### config.mk
export PLATFORM = sky130hd
export DESIGN_NAME = uart_tx_mmio_flat
export DESIGN_NICKNAME = d
export VERILOG_FILES = /design/src/rtl/uart_tx_mmio_if.sv /design/src/rtl/uart_tx_mmio.sv /design/src/flat_wrapper.sv
export SDC_FILE = /design/constraint.sdc
export NUM_CORES = 1
export LEC_CHECK = 0
export ABC_AREA = 1
export BUFFER_PORTS_ARGS = -buffer_cell sky130_fd_sc_hd__buf_2
export CAP_MARGIN = 10
export CORE_MARGIN = 5
export CORE_UTILIZATION = 54
export CTS_CLUSTER_DIAMETER = 60
export DETAILED_ROUTE_END_ITERATION = 16
export HOLD_SLACK_MARGIN = 0.12
export PLACE_DENSITY = 0.9
export SYNTH_ARGS = -nofsm -noshare
export SYNTH_HDL_FRONTEND = slang
export SYNTH_SLANG_ARGS = --single-unit
export TNS_END_PERCENT = 30
### constraint.sdc
create_clock -name clk -period 3.1 [get_ports clk]
set_input_delay 0.155 -clock clk [delete_from_list [all_inputs] [get_ports clk]]
set_output_delay 0.155 -clock clk [all_outputs]
set_load 0.05 [all_outputs]
### src/rtl/uart_tx_mmio_if.sv
// Register bus between the CPU side and the UART transmitter.
//   we    : write strobe, one access per cycle
//   re    : read strobe, only qualifies rdata
//   addr  : word offset (0 = TXDATA, 1 = STATUS, 2-3 reserved)
//   wdata : write data
//   rdata : combinational read data, 0 when re is low
interface uart_tx_mmio_if;
  logic        we;
  logic        re;
  logic [1:0]  addr;
  logic [31:0] wdata;
  logic [31:0] rdata;

  modport master (
    output we,
    output re,
    output addr,
    output wdata,
    input  rdata
  );

  modport slave (
    input  we,
    input  re,
    input  addr,
    input  wdata,
    output rdata
  );
endinterface

### src/rtl/uart_tx_mmio.sv
// Memory-mapped 8N1 UART transmitter with a small TX FIFO.
//   clk      : clock, rising edge
//   rst      : asynchronous active-low reset
//   bus      : register bus (slave side)
//   tx       : serial line, idle high, registered
//   busy     : a frame is on the line
//   tx_empty : FIFO empty and shifter idle
// Registers: 0 = TXDATA (write pushes wdata[7:0], reads 0),
//            1 = STATUS {ovf, busy, empty, full}; writing bit3 = 1 clears ovf.
module uart_tx_mmio #(
  parameter int unsigned CLKS_PER_BIT = 434,
  parameter int unsigned FIFO_DEPTH   = 4
) (
  input  logic            clk,
  input  logic            rst,
  uart_tx_mmio_if.slave   bus,
  output logic            tx,
  output logic            busy,
  output logic            tx_empty
);

  localparam int unsigned PtrW = (FIFO_DEPTH > 1) ? $clog2(FIFO_DEPTH) : 1;
  localparam int unsigned CntW = PtrW + 1;
  localparam int unsigned DivW = (CLKS_PER_BIT > 1) ? $clog2(CLKS_PER_BIT) : 1;

  localparam logic [DivW-1:0] DivMax  = DivW'(CLKS_PER_BIT - 1);
  localparam logic [CntW-1:0] CntFull = CntW'(FIFO_DEPTH);

  localparam logic [1:0] AddrTxData = 2'd0;
  localparam logic [1:0] AddrStatus = 2'd1;

  typedef enum logic [1:0] {StIdle, StStart, StData, StStop} state_e;

  // FIFO storage and bookkeeping
  logic [7:0]      mem_q [FIFO_DEPTH];
  logic [PtrW-1:0] wr_ptr_q, rd_ptr_q;
  logic [CntW-1:0] count_q;
  logic            ovf_q;

  // Shifter
  state_e          state_q;
  logic [DivW-1:0] div_q;
  logic [2:0]      idx_q;
  logic [7:0]      shreg_q;
  logic            tx_q;

  logic fifo_full, fifo_empty;
  logic wr_txdata, wr_status;
  logic push, pop, bit_done;
  logic [7:0] head;

  assign fifo_full  = (count_q == CntFull);
  assign fifo_empty = (count_q == '0);
  assign head       = mem_q[rd_ptr_q];

  assign wr_txdata = bus.we && (bus.addr == AddrTxData);
  assign wr_status = bus.we && (bus.addr == AddrStatus);

  // Fullness is judged on the count before the edge, so a push into a full
  // FIFO is dropped even when the shifter pops on the same edge.
  assign push     = wr_txdata && !fifo_full;
  assign bit_done = (div_q == DivMax);

  // The shifter takes the head whenever it is idle, or at the end of a stop
  // bit so that consecutive frames run with no idle gap.
  always_comb begin
    pop = 1'b0;
    case (state_q)
      StIdle:  pop = !fifo_empty;
      StStop:  pop = bit_done && !fifo_empty;
      default: pop = 1'b0;
    endcase
  end

  always_ff @(posedge clk) begin
    if (push) begin
      mem_q[wr_ptr_q] <= bus.wdata[7:0];
    end
  end

  always_ff @(posedge clk or negedge rst) begin
    if (!rst) begin
      wr_ptr_q <= '0;
      rd_ptr_q <= '0;
      count_q  <= '0;
      ovf_q    <= 1'b0;
    end else begin
      // Depth is a power of two, so the pointers wrap naturally.
      if (push) begin
        wr_ptr_q <= wr_ptr_q + 1'b1;
      end
      if (pop) begin
        rd_ptr_q <= rd_ptr_q + 1'b1;
      end
      case ({push, pop})
        2'b10:   count_q <= count_q + 1'b1;
        2'b01:   count_q <= count_q - 1'b1;
        default: count_q <= count_q;
      endcase
      if (wr_txdata && fifo_full) begin
        ovf_q <= 1'b1;
      end else if (wr_status && bus.wdata[3]) begin
        ovf_q <= 1'b0;
      end
    end
  end

  always_ff @(posedge clk or negedge rst) begin
    if (!rst) begin
      state_q <= StIdle;
      div_q   <= '0;
      idx_q   <= '0;
      shreg_q <= '0;
      tx_q    <= 1'b1;
    end else begin
      case (state_q)
        StIdle: begin
          if (!fifo_empty) begin
            state_q <= StStart;
            shreg_q <= head;
            div_q   <= '0;
            tx_q    <= 1'b0;
          end
        end
        StStart: begin
          if (bit_done) begin
            state_q <= StData;
            div_q   <= '0;
            idx_q   <= '0;
            tx_q    <= shreg_q[0];
          end else begin
            div_q <= div_q + 1'b1;
          end
        end
        StData: begin
          if (bit_done) begin
            div_q   <= '0;
            shreg_q <= {1'b0, shreg_q[7:1]};
            idx_q   <= idx_q + 1'b1;
            if (idx_q == 3'd7) begin
              state_q <= StStop;
              tx_q    <= 1'b1;
            end else begin
              // Next bit is the one about to land in bit0 after the shift.
              tx_q <= shreg_q[1];
            end
          end else begin
            div_q <= div_q + 1'b1;
          end
        end
        StStop: begin
          if (bit_done) begin
            div_q <= '0;
            if (!fifo_empty) begin
              state_q <= StStart;
              shreg_q <= head;
              tx_q    <= 1'b0;
            end else begin
              state_q <= StIdle;
              tx_q    <= 1'b1;
            end
          end else begin
            div_q <= div_q + 1'b1;
          end
        end
        default: begin
          state_q <= StIdle;
          div_q   <= '0;
          tx_q    <= 1'b1;
        end
      endcase
    end
  end

  assign tx       = tx_q;
  assign busy     = (state_q != StIdle);
  assign tx_empty = fifo_empty && (state_q == StIdle);

  always_comb begin
    bus.rdata = '0;
    if (bus.re && (bus.addr == AddrStatus)) begin
      bus.rdata = {28'd0, ovf_q, busy, fifo_empty, fifo_full};
    end
  end

  // Only the byte lane and the ovf-clear bit carry meaning.
  logic unused_wdata;
  assign unused_wdata = ^bus.wdata[31:8];

endmodule

### src/flat_wrapper.sv
// flat-port wrapper written by rule: the top's interface ports become plain ports
module uart_tx_mmio_flat 
#(
  parameter int unsigned CLKS_PER_BIT = 434,
  parameter int unsigned FIFO_DEPTH   = 4
)
  (clk, rst, tx, busy, tx_empty, bus_we, bus_re, bus_addr, bus_wdata, bus_rdata);
  uart_tx_mmio_if bus_i ();
  input  logic clk;
  input  logic rst;
  output logic tx;
  output logic busy;
  output logic tx_empty;
  input wire logic [$bits(bus_i.we)-1:0] bus_we;
  input wire logic [$bits(bus_i.re)-1:0] bus_re;
  input wire logic [$bits(bus_i.addr)-1:0] bus_addr;
  input wire logic [$bits(bus_i.wdata)-1:0] bus_wdata;
  output wire logic [$bits(bus_i.rdata)-1:0] bus_rdata;
  assign bus_i.we = bus_we;
  assign bus_i.re = bus_re;
  assign bus_i.addr = bus_addr;
  assign bus_i.wdata = bus_wdata;
  assign bus_rdata = bus_i.rdata;
  uart_tx_mmio #(.CLKS_PER_BIT(CLKS_PER_BIT), .FIFO_DEPTH(FIFO_DEPTH)) u_core (.clk(clk), .rst(rst), .bus(bus_i), .tx(tx), .busy(busy), .tx_empty(tx_empty));
endmodule
== Word level (Yosys, flattened, before mapping) ==
Memories as Yosys holds them, arrays and structs flattened.
Index checks and enable logic that the tools add are counted.

* Add/subtract/negate cells: 6
* Eq/ne operators: 14
* Multiplexer cells: 31
* Reduce and logical (&&, ||, !) cells: 23

{| class="wikitable"
|+ Operator list
! kind !! number
|-
| 8-bit two-way mux || 3
|-
| 8-bit case mux with 3 select lines || 1
|-
| 9-bit two-way mux || 2
|-
| 9-bit case mux with 2 select lines || 1
|-
| 3-bit case mux with 2 select lines || 2
|-
| 1-bit two-way mux || 11
|-
| 2-bit two-way mux || 5
|-
| 9-bit by 1-bit adder with 9-bit output (second input constant) || 1
|-
| 9-bit equality test (second input constant) || 1
|-
| 1-bit logical AND || 8
|-
| 2-bit by 1-bit inequality test with 1-bit output (second input constant) || 4
|-
| 2-bit case mux with 4 select lines || 1
|-
| 2-bit nonzero test || 4
|-
| 3-bit by 1-bit adder with 3-bit output (second input constant) || 2
|-
| 2-bit by 1-bit equality test with 1-bit output (second input constant) || 3
|-
| 2-bit equality test (second input constant) || 3
|-
| 3-bit equality test (second input constant) || 2
|-
| 3-bit two-way mux || 2
|-
| 3-bit AND reduction || 2
|-
| 5-bit AND reduction || 1
|-
| 2-bit by 1-bit adder with 2-bit output (second input constant) || 2
|-
| 2-bit zero test || 2
|-
| 4-bit two-way mux || 1
|-
| 1-bit case mux with 4 select lines || 1
|-
| other kinds (8) || 9
|}

* Register bits: 31
* Memory bits (writable): 32
* Output and inout bits: 35
* Memories: 1

{| class="wikitable"
|+ Memories
! name !! words !! width !! read ports !! clocked after memory_dff !! wr ports !! RTL line !! text
|-
| u_core.mem_q || 4 || 8 || 1 || 0 || 1 || uart_tx_mmio.sv:35 || <nowiki>logic [7:0] mem_q [FIFO_DEPTH];</nowiki>
|}

== Logic depth before layout (Yosys ltp) ==
* Depth after elaboration: 6
* Depth in mapped cells: 14
* Depth with buffers taken out: 14

== Worst setup path before layout ==
OpenSTA, ideal clock, no wires.

* Kind: reg-to-reg
* Start: register u_core.div_q[1]
* End: register u_core.count_q[2]
* Setup time: 131 ps
* Arrival time: 2086 ps
* Slack: 883 ps
* Stages on the path, launching flop included: 15
* Path buffers: 0
* Cell sequence: dfrtp_1 -> inv_1 -> ha_1 -> nand2_1 -> nor2_2 -> nand2_4 -> o21ai_1 -> nand2_1 -> inv_1 -> ha_1 -> inv_1 -> fa_1 -> a21oi_1 -> o21ai_0 -> xor2_1

* Longest elaborated chain between the ends: 5
* Elaborated cells on any way between the ends: 7
* Classes of those cells: 3 x eq/ne; 2 x mux; 2 x reduce/logical

{| class="wikitable"
|+ Ends and longest elaborated chain
! element !! RTL line !! text
|-
| start, declared || uart_tx_mmio.sv:42 || <nowiki>logic [DivW-1:0] div_q;</nowiki>
|-
| start signal, assigned || uart_tx_mmio.sv:132 || <nowiki>div_q <= div_q + 1'b1;</nowiki>
|-
| start signal, assigned || uart_tx_mmio.sv:148 || <nowiki>div_q <= div_q + 1'b1;</nowiki>
|-
| start signal, assigned || uart_tx_mmio.sv:163 || <nowiki>div_q <= div_q + 1'b1;</nowiki>
|-
| 9-bit equality test (*) || uart_tx_mmio.sv:62 || <nowiki>assign bit_done = (div_q == DivMax);</nowiki>
|-
| 1-bit logical AND (*) || uart_tx_mmio.sv:70 || <nowiki>StStop: pop = bit_done && !fifo_empty;</nowiki>
|-
| 1-bit case mux with 2 select lines (*) || uart_tx_mmio.sv:68 || <nowiki>case (state_q)</nowiki>
|-
| net u_core.pop || uart_tx_mmio.sv:49 || <nowiki>logic push, pop, bit_done;</nowiki>
|-
| 2-bit by 1-bit equality test with 1-bit output or 2-bit equality test (tied branches) || uart_tx_mmio.sv:95 || <nowiki>case ({push, pop})</nowiki>
|-
| 3-bit case mux with 2 select lines or 2-bit nonzero test (tied branches) || -- ||
|-
| end signal, assigned || uart_tx_mmio.sv:96 || <nowiki>2'b10: count_q <= count_q + 1'b1;</nowiki>
|-
| end signal, assigned || uart_tx_mmio.sv:97 || <nowiki>2'b01: count_q <= count_q - 1'b1;</nowiki>
|-
| end signal, assigned || uart_tx_mmio.sv:98 || <nowiki>default: count_q <= count_q;</nowiki>
|-
| end, declared || uart_tx_mmio.sv:37 || <nowiki>logic [CntW-1:0] count_q;</nowiki>
|}

Mark *: on every way through the listed nets, which the timed path passes. The rest lies on a longest branch.
A chain may end at the register's enable or synchronous reset.

== Worst setup path after layout ==
Ends and elaborated chain as after synthesis.

==> summary.md <==
| Metric | Value |
|---|---|
| Critical path cell sequence | `inv_1, ha_1, nand2_1, nor2_2, nand2_4, o21ai_1, nand2_1, inv_1, ha_1, inv_1, fa_1, a21oi_1, o21ai_0, xor2_1` |
| Max rail drop VDD | `0.493 mV` |
| Area contributors post-synth | `edfxtp_1 (29%), dfrtp_1 (23%), nand2_1 (8.3%), buf_4 (6.4%), ha_1 (4.9%)` |
| CTS resizes | `0` |
| Worst Hold Class | `input pin to flop` |
| Area growth syn-to-layout | `10.3%` |
| Die Ht | `88.0 um` |
| XOR/XNOR Fraction of Synth Area | `1.86%` |
| DP Worst Slack | `618 ps` |
| Vias | `2326` |
| Hold path cells | `3` |
| Top Ports | `73` |
| Max-cap violations | `0` |
| Pre-antenna DRT Iters | `4` |
| CP required | `3320 ps` |
| Max-slew violations | `0` |
| Critical Path AT | `2710 ps` |
| GPL Wtd Cong | `0.799` |
| Tightest Pin Transition | `779 ps` |
| Reg-to-reg critical path startpoint | `u_core.div_q[1]$_DFFE_PN0N_` |
| TritonCTS clock tree | `yes` |
| I/O Buffers | `20` |
| Async set-reset flop share out of synthesis | `49.2%` |
| Clock-pin slew on the worst setup and hold paths | `70 ps` |
| RSZ-0062 raised after global routing | `no` |
| Critical path's most frequent cell | `inv_1` |
| Hold path start | `bus_we` |
| Slack of the critical path | `605 ps` |
| CTS sink count | `63` |
| Syn Std Cell Area | `3290 sq um` |
| Critical path's slowest cell | `dfrtp_1` |
| Maximum clock frequency | `401 MHz` |
| Overall power | `2000 uW` |
| DP Area | `3340 sq um` |
| P_leak | `0.00164 uW` |
| CTS buffer count | `9` |
| First-pass GRT wire length | `10500 um` |
| Layout Nets | `425` |
| Die Area | `7750 sq um` |
| Yosys top cell area share | `29.2%` |
| Largest net degree at the start of global routing | `32` |
| Final Skew | `10.6 ps` |
| Sequential area share after synthesis | `52.9%` |
| EDFF count, synth | `32` |
| Biggest area consumer among synthesized cells | `edfxtp_1` |
| Post-synth top flop | `edfxtp_1` |
| Final antenna-violating net count | `0` |
| R2R cell count | `14` |
| Setup CP Type | `flop to flop` |
| WL/cell | `13.8 um` |
| Slowest stage delay, CP | `400 ps` |
| Rel. slew slack | `47.8%` |
| Via/cell ratio | `5.13` |
| Critical R2R Capture | `u_core.count_q[2]$_DFFE_PN0P_` |
| Final setup viols | `0` |
| Setup TNS Final | `0 ps` |
| Worst skew pair latency | `350 ps` |
| Most common cell in the synthesized netlist | `nand2_1` |
| Root Driver | `clkbuf_8` |
| Syn Inst Count | `339` |
| Final period utilization | `80.5%` |
| Yosys reg bits | `63` |
| CP Capture Type | `flop` |
| Initial antenna violation count | `0` |
| Vias in the first global route | `2296` |
| Hold Slack | `170 ps` |
| Fin crit period | `2500 ps` |
| Post-synth top cells | `nand2_1 (73), edfxtp_1 (32), nand3_1 (31)` |
| Design Area, Final | `3630 sq um` |
| R2R Setup Slk | `600 ps` |
| Share of post-route cells with drive strength above 1 | `17.2%` |
| Diode count | `0` |
| GRT overflow | `0` |
| Complex-gate fraction of the synthesized area | `8.45%` |
| DRC viols | `0` |
| Adder-Cell Fraction of Synth Area | `5.56%` |
| Post-Route WL | `6270 um` |
| Dpl hpwl | `4220 um` |
| Power per Cell Area | `552 nW/um^2` |
| Outcome | `finished clean` |
| Synth cell types | `35` |
| Syn avg cell area | `9.70 sq um` |
| Max clock buf depth | `2` |
| Main combinational cell family by area after synthesis | `simple AND/OR/NAND/NOR gates` |
| Fin. Hold Viols | `0` |
| H-tree depth | `3` |
| Total GRT Usage | `17.8%` |
| Post-synthesis mux area share | `0%` |
| CP startpoint kind | `flop` |
| Chip Width | `88.0 um` |
| Min-Delay Endpoint | `u_core.ovf_q$_DFFE_PN0P_` |
| Core Footprint | `5920 sq um` |
| Starting Density | `55.5%` |
| Yosys warnings | `0` |
| DR iter-0 viols | `84` |
| CP Max Fanout | `6` |
| Row count | `28` |
| Simple-gate share of the synthesized area | `19.1%` |
-- cells by family after synthesis --
group,after synthesis
AOI/OAI and AO/OA,45
xor gates and xnor gates,7
adders and majority gates,14
buffers and inverters,71
DFF,63
other,1
and+or+nand+nor,138
-- flip-flops by register name, indices dropped and copies added (netlist names) --
register	count
u_core.count_q	3
u_core.idx_q	3
u_core.mem_q	32
u_core.wr_ptr_q	2
u_core.div_q	9
u_core.state_q	2
u_core.rd_ptr_q	2
u_core.tx	1
u_core.shreg_q	8
u_core.ovf_q	1
-- worst max path at each step --
stage | startpoint | end | slack (ps)
after CTS | u_core.div_q[1]$_DFFE_PN0N_ | u_core.count_q[2]$_DFFE_PN0P_ | 600
after global placement | u_core.div_q[1]$_DFFE_PN0N_ | u_core.count_q[2]$_DFFE_PN0P_ | 720
after global routing | u_core.div_q[1]$_DFFE_PN0N_ | u_core.count_q[2]$_DFFE_PN0P_ | 390
final | u_core.div_q[1]$_DFFE_PN0N_ | u_core.count_q[2]$_DFFE_PN0P_ | 600
after detailed placement | u_core.div_q[1]$_DFFE_PN0N_ | u_core.count_q[2]$_DFFE_PN0P_ | 620
after floorplan | u_core.div_q[1]$_DFFE_PN0N_ | u_core.count_q[2]$_DFFE_PN0P_ | 880
-- final cells by class --
cell class	count	area (sq um)
Multi-Input combinational cell	232	1250
Sequential cell	63	1740
Timing Repair Buffer	30	198
Clock inverter	6	70.1
Tap cell	75	93.8
Clock buffer	10	128
Fill cell	465	2290
Inverter	37	144
-- cells in the final DEF, fill, tap and decap left out, types with 2 or more instances in the layout --
cell type / netlist / final
nand2_2: 6 / 6
nand3_1: 31 / 31
nor2_2: 2 / 2
nor2_1: 15 / 15
nor2_4: 3 / 3
buf_2: 3 / 20
clkinv_4: 1 / 2
edfxtp_1: 32 / 32
clkinvlp_4: 0 / 3
xnor2_1: 3 / 3
o21ai_1: 4 / 4
dfrtp_1: 30 / 30
inv_1: 30 / 30
nand2_4: 2 / 2
inv_2: 6 / 6
o21ai_2: 6 / 6
nand4_1: 4 / 4
ha_1: 13 / 13
o22ai_1: 4 / 4
dlygate4sd3_1: 0 / 9
clkbuf_8: 0 / 9
o21ai_0: 21 / 21
conb_1: 1 / 28
xor2_1: 4 / 4
nand2_1: 73 / 73
a21oi_1: 5 / 5
-- power by group --
part	total [uW]	internal (uW)	switching (uW)	leakage, uW
clock	711	375	336	0.0000891
combinational	302	79.7	222	0.000880
sequential	989	943	45.9	0.000667
total	2000	1400	604	0.00164
-- what timing repair did --
action | in CTS | in global routing
setup buffers | 0 | 0
setup endpoints to repair | 0 | 0
hold buffers | 9 | 0
endpoints found under the hold margin | 62 | 0
-- routing by layer --
layer | track usage [%] | vias to the layer above | wire length [um]
li1 | - | 1131 | -
met1 | 20.2 | 1101 | 2470
met2 | 31.9 | 78 | 3270
met3 | 5.08 | 16 | 410
met4 | 6.59 | 0 | 121
met5 | 0 | - | 0
-- stage by stage --
stage	std cells	utilization, %
final	453	61.2
after global routing	453	61.2
after CTS	453	61.2
after detailed placement	428	56.4
after global placement	428	56.4
after floorplan	366	-
-- worst max-delay path: cells and delay by family (launching register included) --
family / cells / cell delay [ps]
and+or+nand+nor: 4 / 440
AOI/OAI and AO/OA: 3 / 460
adders and majority gates: 3 / 660
xor gates and xnor gates: 1 / 160
DFF: 1 / 400
buffers and inverters: 3 / 230
(Power assumes the default switching activity.)
